[config.mk]
export PLATFORM = sky130hd
export DESIGN_NAME = instr_fetch_unit_flat
export DESIGN_NICKNAME = d
export VERILOG_FILES = /design/src/rtl/instr_fetch_unit_if.sv /design/src/rtl/instr_fetch_unit.sv /design/src/flat_wrapper.sv
export SDC_FILE = /design/constraint.sdc
export NUM_CORES = 1
export LEC_CHECK = 0
export BUFFER_PORTS_ARGS = -buffer_cell sky130_fd_sc_hd__buf_4
export CAP_MARGIN = 20
export CORE_ASPECT_RATIO = 1.1
export CORE_UTILIZATION = 30
export CTS_CLUSTER_DIAMETER = 80
export DETAILED_ROUTE_END_ITERATION = 10
export GPL_ROUTABILITY_DRIVEN = 0
export PLACE_DENSITY = 0.59
export SLEW_MARGIN = 25
export SYNTH_ARGS = -nofsm -noshare
export SYNTH_HDL_FRONTEND = slang
export SYNTH_SLANG_ARGS = --single-unit
[constraint.sdc]
create_clock -name clk -period 5.5 [get_ports clk]
set_input_delay 0.275 -clock clk [delete_from_list [all_inputs] [get_ports clk]]
set_output_delay 0.275 -clock clk [all_outputs]
set_load 0.01 [all_outputs]
[src/rtl/instr_fetch_unit_if.sv]
`default_nettype none
// ============================================================================
// Module   : instr_fetch_unit_if
// Brief    : Core-side delivery and instruction-memory bus bundle for the IFU.
// Revision : 1.0 - initial release
// ============================================================================
interface instr_fetch_unit_if;
    logic        redirect_i;
    logic [31:0] redirect_pc_i;
    logic        instr_valid_o;
    logic        instr_ready_i;
    logic [31:0] instr_o;
    logic [31:0] instr_pc_o;
    logic        instr_err_o;
    logic        imem_req_o;
    logic [31:0] imem_addr_o;
    logic        imem_gnt_i;
    logic        imem_rvalid_i;
    logic [31:0] imem_rdata_i;
    logic        imem_err_i;

    // master: the fetch unit itself; slave: the core plus instruction memory
    modport master (
        input  redirect_i, redirect_pc_i, instr_ready_i,
               imem_gnt_i, imem_rvalid_i, imem_rdata_i, imem_err_i,
        output instr_valid_o, instr_o, instr_pc_o, instr_err_o,
               imem_req_o, imem_addr_o
    );

    modport slave (
        output redirect_i, redirect_pc_i, instr_ready_i,
               imem_gnt_i, imem_rvalid_i, imem_rdata_i, imem_err_i,
        input  instr_valid_o, instr_o, instr_pc_o, instr_err_o,
               imem_req_o, imem_addr_o
    );
endinterface
`default_nettype wire

[src/rtl/instr_fetch_unit.sv]
`default_nettype none
// ============================================================================
// Module   : instr_fetch_unit
// Brief    : Prefetching fetch stage with in-order response FIFO and redirect
//            flush; IFU_PERF_CNT_EN adds stall/flush counter outputs.
// Revision : 1.0 - initial release
// ============================================================================
module instr_fetch_unit #(
    parameter int          DEPTH           = 4,
    parameter int          MAX_OUTSTANDING = 2,
    parameter logic [31:0] RESET_PC        = 32'h0000_0000
) (
    input  logic               clk,
    input  logic               reset,
`ifdef IFU_PERF_CNT_EN
    output logic [31:0]        stall_cnt_o,
    output logic [31:0]        flush_cnt_o,
`endif
    instr_fetch_unit_if.master bus
);

    localparam int                 c_PTR_W   = $clog2(DEPTH);
    // Wide enough to hold fifo_count + outstanding (up to 2*DEPTH)
    localparam int                 c_CNT_W   = c_PTR_W + 2;
    localparam logic [c_CNT_W-1:0] c_DEPTH   = c_CNT_W'(DEPTH);
    localparam logic [c_CNT_W-1:0] c_MAX_OUT = c_CNT_W'(MAX_OUTSTANDING);
    localparam logic [c_CNT_W-1:0] c_CNT_ONE = c_CNT_W'(1);
    localparam logic [c_PTR_W-1:0] c_PTR_ONE = c_PTR_W'(1);

    logic [31:0]        r_fifo_data [DEPTH];
    logic [31:0]        r_fifo_pc   [DEPTH];
    logic [DEPTH-1:0]   r_fifo_err;
    logic [c_PTR_W-1:0] r_rd_ptr;
    logic [c_PTR_W-1:0] r_wr_ptr;
    logic [c_CNT_W-1:0] r_count;
    logic [c_CNT_W-1:0] r_outstanding;
    logic [c_CNT_W-1:0] r_discard_cnt;
    logic [31:0]        r_fetch_addr;
    logic [31:0]        r_resp_pc;
    logic               r_halted;

    logic [c_CNT_W-1:0] w_occupancy;
    logic [c_CNT_W-1:0] w_outstanding_nxt;
    logic [31:0]        w_redirect_pc;
    logic               w_req;
    logic               w_grant;
    logic               w_rsp;
    logic               w_drop;
    logic               w_push;
    logic               w_pop;
    logic               w_empty;
    logic               w_valid;
    logic               w_unused_pc_lsb;

    assign w_redirect_pc   = {bus.redirect_pc_i[31:2], 2'b00};
    assign w_unused_pc_lsb = ^bus.redirect_pc_i[1:0];

    // Every issued request already owns a FIFO slot, so responses never overflow
    assign w_occupancy = r_count + r_outstanding;
    assign w_req       = !reset && !bus.redirect_i && !r_halted &&
                         (r_outstanding < c_MAX_OUT) && (w_occupancy < c_DEPTH);
    assign w_grant     = w_req && bus.imem_gnt_i;
    // A response with nothing outstanding is a leftover from before reset
    assign w_rsp       = bus.imem_rvalid_i && (r_outstanding != '0);
    assign w_drop      = w_rsp && (r_discard_cnt != '0);
    assign w_push      = w_rsp && !w_drop && !bus.redirect_i;
    assign w_empty     = (r_count == '0);
    assign w_valid     = !reset && !bus.redirect_i && !w_empty;
    assign w_pop       = w_valid && bus.instr_ready_i;

    always_comb begin
        w_outstanding_nxt = r_outstanding;
        if (w_grant && !w_rsp) begin
            w_outstanding_nxt = r_outstanding + c_CNT_ONE;
        end else if (!w_grant && w_rsp) begin
            w_outstanding_nxt = r_outstanding - c_CNT_ONE;
        end
    end

    always_ff @(posedge clk) begin
        if (reset) begin
            r_fetch_addr  <= RESET_PC;
            r_resp_pc     <= RESET_PC;
            r_rd_ptr      <= '0;
            r_wr_ptr      <= '0;
            r_count       <= '0;
            r_outstanding <= '0;
            r_discard_cnt <= '0;
            r_halted      <= 1'b0;
        end else if (bus.redirect_i) begin
            // Everything still in flight belongs to the old stream
            r_fetch_addr  <= w_redirect_pc;
            r_resp_pc     <= w_redirect_pc;
            r_rd_ptr      <= '0;
            r_wr_ptr      <= '0;
            r_count       <= '0;
            r_outstanding <= w_outstanding_nxt;
            r_discard_cnt <= w_outstanding_nxt;
            r_halted      <= 1'b0;
        end else begin
            r_outstanding <= w_outstanding_nxt;
            if (w_grant) begin
                r_fetch_addr <= r_fetch_addr + 32'd4;
            end
            if (w_drop) begin
                r_discard_cnt <= r_discard_cnt - c_CNT_ONE;
            end
            if (w_push) begin
                r_wr_ptr  <= r_wr_ptr + c_PTR_ONE;
                r_resp_pc <= r_resp_pc + 32'd4;
                if (bus.imem_err_i) begin
                    r_halted <= 1'b1;
                end
            end
            if (w_pop) begin
                r_rd_ptr <= r_rd_ptr + c_PTR_ONE;
            end
            if (w_push && !w_pop) begin
                r_count <= r_count + c_CNT_ONE;
            end else if (!w_push && w_pop) begin
                r_count <= r_count - c_CNT_ONE;
            end
        end
    end

    always_ff @(posedge clk) begin
        if (w_push) begin
            r_fifo_data[r_wr_ptr] <= bus.imem_rdata_i;
            r_fifo_pc[r_wr_ptr]   <= r_resp_pc;
            r_fifo_err[r_wr_ptr]  <= bus.imem_err_i;
        end
    end

    assign bus.imem_req_o    = w_req;
    assign bus.imem_addr_o   = r_fetch_addr;
    assign bus.instr_valid_o = w_valid;
    assign bus.instr_o       = w_empty ? 32'd0 : r_fifo_data[r_rd_ptr];
    assign bus.instr_pc_o    = w_empty ? 32'd0 : r_fifo_pc[r_rd_ptr];
    assign bus.instr_err_o   = w_empty ? 1'b0  : r_fifo_err[r_rd_ptr];

    a_no_overflow: assert property (@(posedge clk) disable iff (reset)
        !(w_push && !w_pop && (r_count == c_DEPTH)));

`ifdef IFU_PERF_CNT_EN
    logic [31:0] r_stall_cnt;
    logic [31:0] r_flush_cnt;

    always_ff @(posedge clk) begin
        if (reset) begin
            r_stall_cnt <= 32'd0;
            r_flush_cnt <= 32'd0;
        end else begin
            if (bus.instr_ready_i && !w_valid) begin
                r_stall_cnt <= r_stall_cnt + 32'd1;
            end
            if (bus.redirect_i) begin
                r_flush_cnt <= r_flush_cnt + 32'd1;
            end
        end
    end

    assign stall_cnt_o = r_stall_cnt;
    assign flush_cnt_o = r_flush_cnt;
`endif

endmodule
`default_nettype wire

[src/flat_wrapper.sv]
// flat-port wrapper written by rule: the top's interface ports become plain ports
module instr_fetch_unit_flat 
#(
    parameter int          DEPTH           = 4,
    parameter int          MAX_OUTSTANDING = 2,
    parameter logic [31:0] RESET_PC        = 32'h0000_0000
)
  (clk, reset, bus_redirect_i, bus_redirect_pc_i, bus_instr_ready_i, bus_imem_gnt_i, bus_imem_rvalid_i, bus_imem_rdata_i, bus_imem_err_i, bus_instr_valid_o, bus_instr_o, bus_instr_pc_o, bus_instr_err_o, bus_imem_req_o, bus_imem_addr_o);
  instr_fetch_unit_if bus_i ();
  input  logic clk;
  input  logic reset;
  input wire logic [$bits(bus_i.redirect_i)-1:0] bus_redirect_i;
  input wire logic [$bits(bus_i.redirect_pc_i)-1:0] bus_redirect_pc_i;
  input wire logic [$bits(bus_i.instr_ready_i)-1:0] bus_instr_ready_i;
  input wire logic [$bits(bus_i.imem_gnt_i)-1:0] bus_imem_gnt_i;
  input wire logic [$bits(bus_i.imem_rvalid_i)-1:0] bus_imem_rvalid_i;
  input wire logic [$bits(bus_i.imem_rdata_i)-1:0] bus_imem_rdata_i;
  input wire logic [$bits(bus_i.imem_err_i)-1:0] bus_imem_err_i;
  output wire logic [$bits(bus_i.instr_valid_o)-1:0] bus_instr_valid_o;
  output wire logic [$bits(bus_i.instr_o)-1:0] bus_instr_o;
  output wire logic [$bits(bus_i.instr_pc_o)-1:0] bus_instr_pc_o;
  output wire logic [$bits(bus_i.instr_err_o)-1:0] bus_instr_err_o;
  output wire logic [$bits(bus_i.imem_req_o)-1:0] bus_imem_req_o;
  output wire logic [$bits(bus_i.imem_addr_o)-1:0] bus_imem_addr_o;
  assign bus_i.redirect_i = bus_redirect_i;
  assign bus_i.redirect_pc_i = bus_redirect_pc_i;
  assign bus_i.instr_ready_i = bus_instr_ready_i;
  assign bus_i.imem_gnt_i = bus_imem_gnt_i;
  assign bus_i.imem_rvalid_i = bus_imem_rvalid_i;
  assign bus_i.imem_rdata_i = bus_imem_rdata_i;
  assign bus_i.imem_err_i = bus_imem_err_i;
  assign bus_instr_valid_o = bus_i.instr_valid_o;
  assign bus_instr_o = bus_i.instr_o;
  assign bus_instr_pc_o = bus_i.instr_pc_o;
  assign bus_instr_err_o = bus_i.instr_err_o;
  assign bus_imem_req_o = bus_i.imem_req_o;
  assign bus_imem_addr_o = bus_i.imem_addr_o;
  instr_fetch_unit #(.DEPTH(DEPTH), .MAX_OUTSTANDING(MAX_OUTSTANDING), .RESET_PC(RESET_PC)) u_core (.clk(clk), .reset(reset), .bus(bus_i));
endmodule
======== Yosys cells after proc, flatten, opt, wreduce, memory -nomap -nowiden ========
Memories as Yosys holds them, arrays and structs flattened. A register that Yosys moved wholly into a read port is not among the register bits.
Index checks and enable logic that the tools add are counted.
storage, ports and cells
  bits in registers ....................... 85
  memory bits (writable) .................. 256
  output and inout bits ................... 99
  logic and storage cells ................. 86
  memories ................................ 2
  ROM bits ................................ 0
  latch bits .............................. 0
  input port bits ......................... 71
memories
  memory              words  width  read ports  clocked after Yosys merged registers in  write ports  line                    RTL
  u_core.r_fifo_data  4      32     1           1                                        1            instr_fetch_unit.sv:30  logic [31:0] r_fifo_data [DEPTH];
  u_core.r_fifo_pc    4      32     1           1                                        1            instr_fetch_unit.sv:31  logic [31:0] r_fifo_pc [DEPTH];
operators by class
  equal/unequal tests ..................... 0
  $lt $le $gt $ge ......................... 5
  add/subtract/negate cells ............... 10
  bitwise operators ....................... 0
  reductions and logical operators ........ 34
  muxes and demuxes ....................... 24
  divide/modulo/power cells ............... 0
  shift operators ......................... 0
  $mul .................................... 0
operators by type and width
  kind                                                                                  number
  32-bit two-way mux                                                                    6
  32-bit by 3-bit adder with 32-bit output (second input constant)                      2
  4-bit two-way mux                                                                     6
  1-bit logical AND                                                                     16
  4-bit by 1-bit subtractor with 4-bit output (second input constant)                   3
  1-bit logical NOT                                                                     9
  4-bit by 1-bit adder with 4-bit output (second input constant)                        2
  2-bit two-way mux                                                                     4
  2-bit nonzero test                                                                    4
  4-bit nonzero test                                                                    2
  2-bit by 3-bit < comparator with 1-bit output (second input constant)                 2
  1-bit two-way mux                                                                     5
  2-bit by 1-bit adder with 2-bit output (second input constant)                        2
  4-bit adder                                                                           1
  4-bit bitwise mux                                                                     1
  4-bit logical NOT                                                                     1
  4-bit by 2-bit < comparator with 1-bit output (second input constant)                 1
  4-bit by 3-bit < comparator with 1-bit output (second input constant)                 1
  1-bit binary-select mux with 2-bit select                                             1
  1-bit demux with 2-bit select                                                         1
  2-bit by 1-bit greater-or-equal comparator with 1-bit output (second input constant)  1
  2-bit AND reduction                                                                   1
  2-bit OR reduction                                                                    1

======== Depth between registers and ports, before layout ========
  word-level depth ........................ 11
  gate-level depth with buffers ........... 15
  gate-level depth less buffers ........... 13

======== Worst setup path after synthesis ========
No wires, ideal clock.
  path type ............................... flip-flop to flip-flop
  start point ............................. register u_core.r_outstanding[1]
  end point ............................... memory u_core.r_fifo_data[0][0] (enable)
  setup time .............................. 0.428 ns
  stages on the path, launching flop included .. 9
  arrival time ............................ 3.101 ns
  data required time ...................... 5.072 ns
  clock period less this slack ............ 3.528 ns
  path slack .............................. 1.972 ns
  buffers on the path ..................... 2
  cells stage by stage .................... dfxtp_1 > inv_1 > ha_1 > or3b_2 > buf_2 > nand3_1 > buf_2 > nor2_1 > and2_1
on the way
  word-level cells in the longest chain between the ends .. 8
ends and longest elaborated chain
  what                                         line                     RTL
  start, declared                              instr_fetch_unit.sv:36   logic [c_CNT_W-1:0] r_outstanding;
  start signal, assigned                       instr_fetch_unit.sv:97   r_outstanding <= w_outstanding_nxt;
  start signal, assigned                       instr_fetch_unit.sv:101  r_outstanding <= w_outstanding_nxt;
  4-bit nonzero test (*)                       instr_fetch_unit.sv:64   assign w_rsp = bus.imem_rvalid_i && (r_outstanding != '0);
  1-bit logical AND (*)                        instr_fetch_unit.sv:64
  1-bit logical AND                            instr_fetch_unit.sv:65   assign w_drop = w_rsp && (r_discard_cnt != '0);
  1-bit logical NOT                            instr_fetch_unit.sv:66   assign w_push = w_rsp && !w_drop && !bus.redirect_i;
  1-bit logical AND (*) (2 in series)          instr_fetch_unit.sv:66
  named net u_core.w_push                      instr_fetch_unit.sv:49   logic w_push;
  1-bit two-way mux (*)                        instr_fetch_unit.sv:127  if (w_push) begin
  1-bit two-way mux (not written as such) (*)  instr_fetch_unit.sv:128  r_fifo_data[r_wr_ptr] <= bus.imem_rdata_i;
  end, declared                                instr_fetch_unit.sv:30
The timed path passes the listed nets; every way through them passes the cells marked *.

======== Final worst setup path ========
  start point ............................. register u_core.r_outstanding[0]
  end point ............................... register u_core.r_count[3]
on the way
  word-level cells in the longest chain between the ends .. 9
  elaborated cells on any way between the ends .. 11
  classes of those cells .................. 1 x mux; 10 x reduce/logical
ends and longest elaborated chain
  what                                 line                     RTL
  4-bit nonzero test (*)               instr_fetch_unit.sv:64
  1-bit logical AND (*)                instr_fetch_unit.sv:64
  1-bit logical AND                    instr_fetch_unit.sv:65
  1-bit logical NOT                    instr_fetch_unit.sv:66
  1-bit logical AND (*) (2 in series)  instr_fetch_unit.sv:66
  named net u_core.w_push              instr_fetch_unit.sv:49
  1-bit logical NOT                    instr_fetch_unit.sv:120  end else if (!w_push && w_pop) begin
  1-bit logical AND                    instr_fetch_unit.sv:120
  2-bit nonzero test (no line)         n/a
  end signal, assigned                 instr_fetch_unit.sv:119  r_count <= r_count + c_CNT_ONE;
  end signal, assigned                 instr_fetch_unit.sv:121  r_count <= r_count - c_CNT_ONE;
  end, declared                        instr_fetch_unit.sv:35   logic [c_CNT_W-1:0] r_count;
Marked as above.
A chain may end at the register's enable or synchronous reset.

==> results_dict.tcl <==
set metrics [dict create \
    worst_ep_required_time_ps 5960 \
    switchingPower_mw 1.61 \
    worstSkewPairLatency_ps 550 \
    p_leak_nw 5.84 \
    netlist_instances 957 \
    drv_slew 0 \
    worstHoldPathCells 3 \
    seqPwrFrac 0.465 \
    clock_skew_ps 21.7 \
    drcViolationCount 0 \
    ys_async_sr_fraction 0 \
    grt_pass1_wl_um 52300 \
    num_antenna_cells 0 \
    synth_cell_types 59 \
    layout-drive-gt1-share 0.255 \
    path_cells "inv_1 -> ha_1 -> or3b_2 -> nand3_1 -> buf_4 -> nor2_1 -> ha_1 -> inv_1 -> ha_1 -> a21o_1 -> a21oi_1 -> xnor2_1 -> or3_1 -> a21oi_1" \
    grt-ovfl-total 0 \
    cts-root-buf "clkbuf_16" \
    worstPathArrival_ps 3730 \
    ys_seq_area_frac 0.651 \
    die_x_um 208 \
    design_area_sq_um 17500 \
    ys.flop_type "edfxtp_1" \
    nets 1246 \
    start_util 0.306 \
    combinationalPowerShare 0.155 \
    dp_hpwl_um 21200 \
    place_area_sq_um 15900 \
    cts_buffers 37 \
    critPathBufInv 3 \
    pre_cts_ws_ps 2250 \
    period_needed_ps 3270 \
    drt-wirelength-per-cell_um 19.4 \
    cpMaxStageDelayCell "or3b_2" \
    synthToLayoutAreaGrowth_pct 24.3 \
    routed_wl_um 34400 \
    worstHoldStart "bus_redirect_pc_i[13]" \
    p_int_mw 4.72 \
    rsz0062_at_grt "false" \
    setup_viol 0 \
    htree_levels 2 \
    io_buffer_count 163 \
    fillers 4361 \
    synth-seq-cells 331 \
    synth-warning-count 0 \
    postRouteAntennaNets 0 \
    grt_pass1_vias 8895 \
    drt_iter0_drc 536 \
    rows 82 \
    setup_slack_ps 2230 \
    cts.reportedPaths.clkPinSlew_ps 60 \
    grt_usage 0.143 \
    cp-end-kind "register" \
    dr.pass1.iters 4 \
    synth-edff-count 252 \
    multiInputGateArea_sq_um 4590 \
    slew_headroom 0.335 \
    worst_pin_slew_ps 997 \
    crit_fanout 16 \
    io_pins 170 \
    reg2reg_depth 14 \
    synth.cell_area_sq_um 14000 \
    hold_path_class "primary input to register" \
    syn_area_per_cell_sq_um 14.7 \
    max_freq_ghz 0.306 \
    crit_family "simple AND/OR/NAND/NOR gates" \
    viasPerCell 4.95 \
    antenna_found_initial 0 \
    path_common_cell "ha_1" \
    crit-reg2reg-launch "u_core.r_outstanding[0]" \
    postCtsResizedCells 0 \
    hold_violations 0 \
    p_clk_frac 0.380 \
    worst_setup_path_start_kind "register" \
    r2r_setup_slack_ps 2230 \
    core_area_sq_um 45900 \
    clock_path_buffers 3 \
    pwr_density_cell_nw_per_um2 363 \
    num_vias 8794 \
    post-route-period-util 0.594 \
    cts_tree "done" \
    timing.rr.end "u_core.r_count[3]" \
    die_area_sq_um 47700 \
    holdPathEnd "u_core.bus.imem_addr_o[13]" \
    grt_max_degree 70 \
    setup-tns-final_ps 0 \
    cts_sinks 331 \
    cap_violations 0 \
    die_y_um 229 \
    critPathMaxStageDelay_ps 540 \
    crit_type "register to register" \
    regArea_sq_um 9150 \
    peakVddDrop_mv 0.250 \
    p_sw_frac 0.255 \
    status "complete, no violations" \
]
[cell usage after synthesis, types with 2 or more instances]
| cell type | count | area share |
|---|---|---|
| a32oi_1 | 2 | 0.0012 |
| a311oi_1 | 4 | 0.0025 |
| o31a_1 | 8 | 0.0050 |
| nor4_1 | 11 | 0.0049 |
| nand2b_1 | 3 | 0.0013 |
| clkbuf_1 | 31 | 0.0083 |
| ha_1 | 15 | 0.013 |
| nand2_1 | 51 | 0.014 |
| o21a_1 | 14 | 0.0075 |
| nor2b_1 | 64 | 0.029 |
| inv_1 | 24 | 0.0064 |
| nor4_2 | 2 | 0.0018 |
| or3b_2 | 2 | 0.0012 |
| and2_1 | 13 | 0.0058 |
| xor2_1 | 3 | 0.0019 |
| dfxtp_1 | 79 | 0.11 |
| buf_4 | 6 | 0.0032 |
| a221oi_1 | 4 | 0.0025 |
| o311a_1 | 3 | 0.0021 |
| a31oi_1 | 19 | 0.0085 |
| a211oi_1 | 12 | 0.0064 |
| a21oi_1 | 16 | 0.0057 |
| o211ai_1 | 7 | 0.0037 |
| o21ai_0 | 19 | 0.0068 |
| nor2_1 | 45 | 0.012 |
| a211o_1 | 2 | 0.0012 |
| nor3_1 | 15 | 0.0053 |
| and3_1 | 8 | 0.0036 |
| edfxtp_1 | 252 | 0.54 |
| o311ai_0 | 6 | 0.0037 |
| a21o_1 | 4 | 0.0021 |
| nor3b_1 | 4 | 0.0021 |
| xnor2_1 | 28 | 0.017 |
| a21boi_0 | 9 | 0.0048 |
| mux2i_1 | 5 | 0.0036 |
| nand4_1 | 14 | 0.0062 |
| a2111o_1 | 2 | 0.0016 |
| buf_2 | 14 | 0.0050 |
| buf_1 | 2 | 0.00053 |
| mux4_2 | 63 | 0.10 |
| and4_1 | 14 | 0.0087 |
| nand3_1 | 25 | 0.0089 |
| or4_1 | 6 | 0.0032 |
| or3_1 | 12 | 0.0053 |
[metal layers]
metal	vias up	global-route usage	share of wire
met3	35	0.0283	0.052
met1	4404	0.192	0.46
met2	240	0.233	0.47
li1	4115	-	-
met5	-	0	0
met4	0	0.0433	0.017
[cell families after synthesis]
family | count (synthesis) | synth area share
compound gates | 138 | 0.0699
xor+xnor | 31 | 0.0193
flops | 331 | 0.651
simple gates | 293 | 0.115
buf+inv | 78 | 0.0237
mux | 69 | 0.105
other cells | 1 | 0.000267
fa+ha+maj | 16 | 0.0148
[cells in the final DEF, fill, tap and decap left out, drive strengths merged, types with 6 or more instances in the layout]
cell type    synthesis  final
nand2               51     51
or3                 12     12
and4                14     14
clkinv               1      8
nor3                15     15
dlygate4sd3          0     36
mux4                63     63
nor2b               64     64
edfxtp             252    252
ha                  15     15
xnor2               28     28
nand4               14     14
nor4                13     13
o31a                 8      8
nand3               25     25
o311ai               6      6
o21a                14     14
a211oi              12     12
clkbuf              31     56
a21boi               9      9
o211ai               7      7
or4                  6      6
and2                13     13
buf                 22    177
o21ai               19     19
a31oi               19     19
a21oi               16     16
dfxtp               79     79
nor2                45     45
and3                 8      8
inv                 24     25
[worst register-to-register path, stage by stage, from the launching register on]
cell and delay [ps]:
dfxtp_1 340, inv_1 100, ha_1 170, or3b_2 540, nand3_1 120, buf_4 250, nor2_1 160, ha_1 270
inv_1 120, ha_1 240, a21o_1 180, a21oi_1 170, xnor2_1 90, or3_1 310, a21oi_1 140
[flip-flops by register name (all words and copies together), names as in the netlist, named ones only]
register,cells
u_core.r_wr_ptr,2
u_core.r_rd_ptr,2
u_core.bus.imem_addr_o,30
u_core.r_outstanding,4
u_core.r_fifo_data,128
u_core.r_halted,1
u_core.r_fifo_err,4
u_core.r_discard_cnt,4
u_core.r_fifo_pc,120
u_core.r_resp_pc,30
u_core.r_count,4
[area by class of cell]
class / count / area share
Sequential cell: 331 / 0.524
Multi-Input combinational cell: 551 / 0.263
Timing Repair Buffer: 213 / 0.0975
Clock buffer: 56 / 0.0613
Tap cell: 588 / 0.0422
Clock inverter: 11 / 0.00609
Inverter: 25 / 0.00538
[through the flow]
| step | utilization | cells | power, mW | hold WS [ps] |
|---|---|---|---|---|
| floorplan | - | 960 | 3.54 | 374 |
| global placement | 0.347 | 1671 | 3.95 | 476 |
| detailed placement | 0.347 | 1671 | 3.97 | 480 |
| CTS | 0.380 | 1774 | 6.42 | 3.59 |
| global route | 0.381 | 1775 | 6.60 | 30.1 |
| finish | 0.381 | 1775 | 6.33 | 35.7 |
[repair_timing]
| action | 4_1_cts | 5_1_grt |
|---|---|---|
| buffers inserted | 0 | 0 |
| hold buffers | 36 | 0 |
| hold endpoints to repair | 135 | 0 |
[how the worst max path moves through the flow]
stage | start | end | slack [ps] | depth (start not counted)
2_1_floorplan | u_core.r_outstanding[1] | u_core.r_fifo_data[0][0] | 1970 | 8
3_3_place_gp | reset | u_core.r_count[3] | 2250 | 12
3_5_place_dp | reset | u_core.r_count[3] | 2250 | 12
4_1_cts | register | bus_instr_pc_o[23] | 2100 | 4
5_1_grt | u_core.r_outstanding[0] | u_core.r_count[3] | 2030 | 14
6_report | u_core.r_outstanding[0] | u_core.r_count[3] | 2230 | 14
[power by group through the flow]
stage | Combinational (mW) | Sequential (mW) | Clock (mW)
2_1_floorplan | 0.577 | 2.97 | 0
3_3_place_gp | 0.965 | 2.99 | 0
3_5_place_dp | 0.974 | 2.99 | 0
4_1_cts | 0.999 | 2.94 | 2.48
5_1_grt | 1.08 | 2.96 | 2.57
6_report | 0.980 | 2.94 | 2.41
Note: power is estimated with default switching activity, not from simulation.
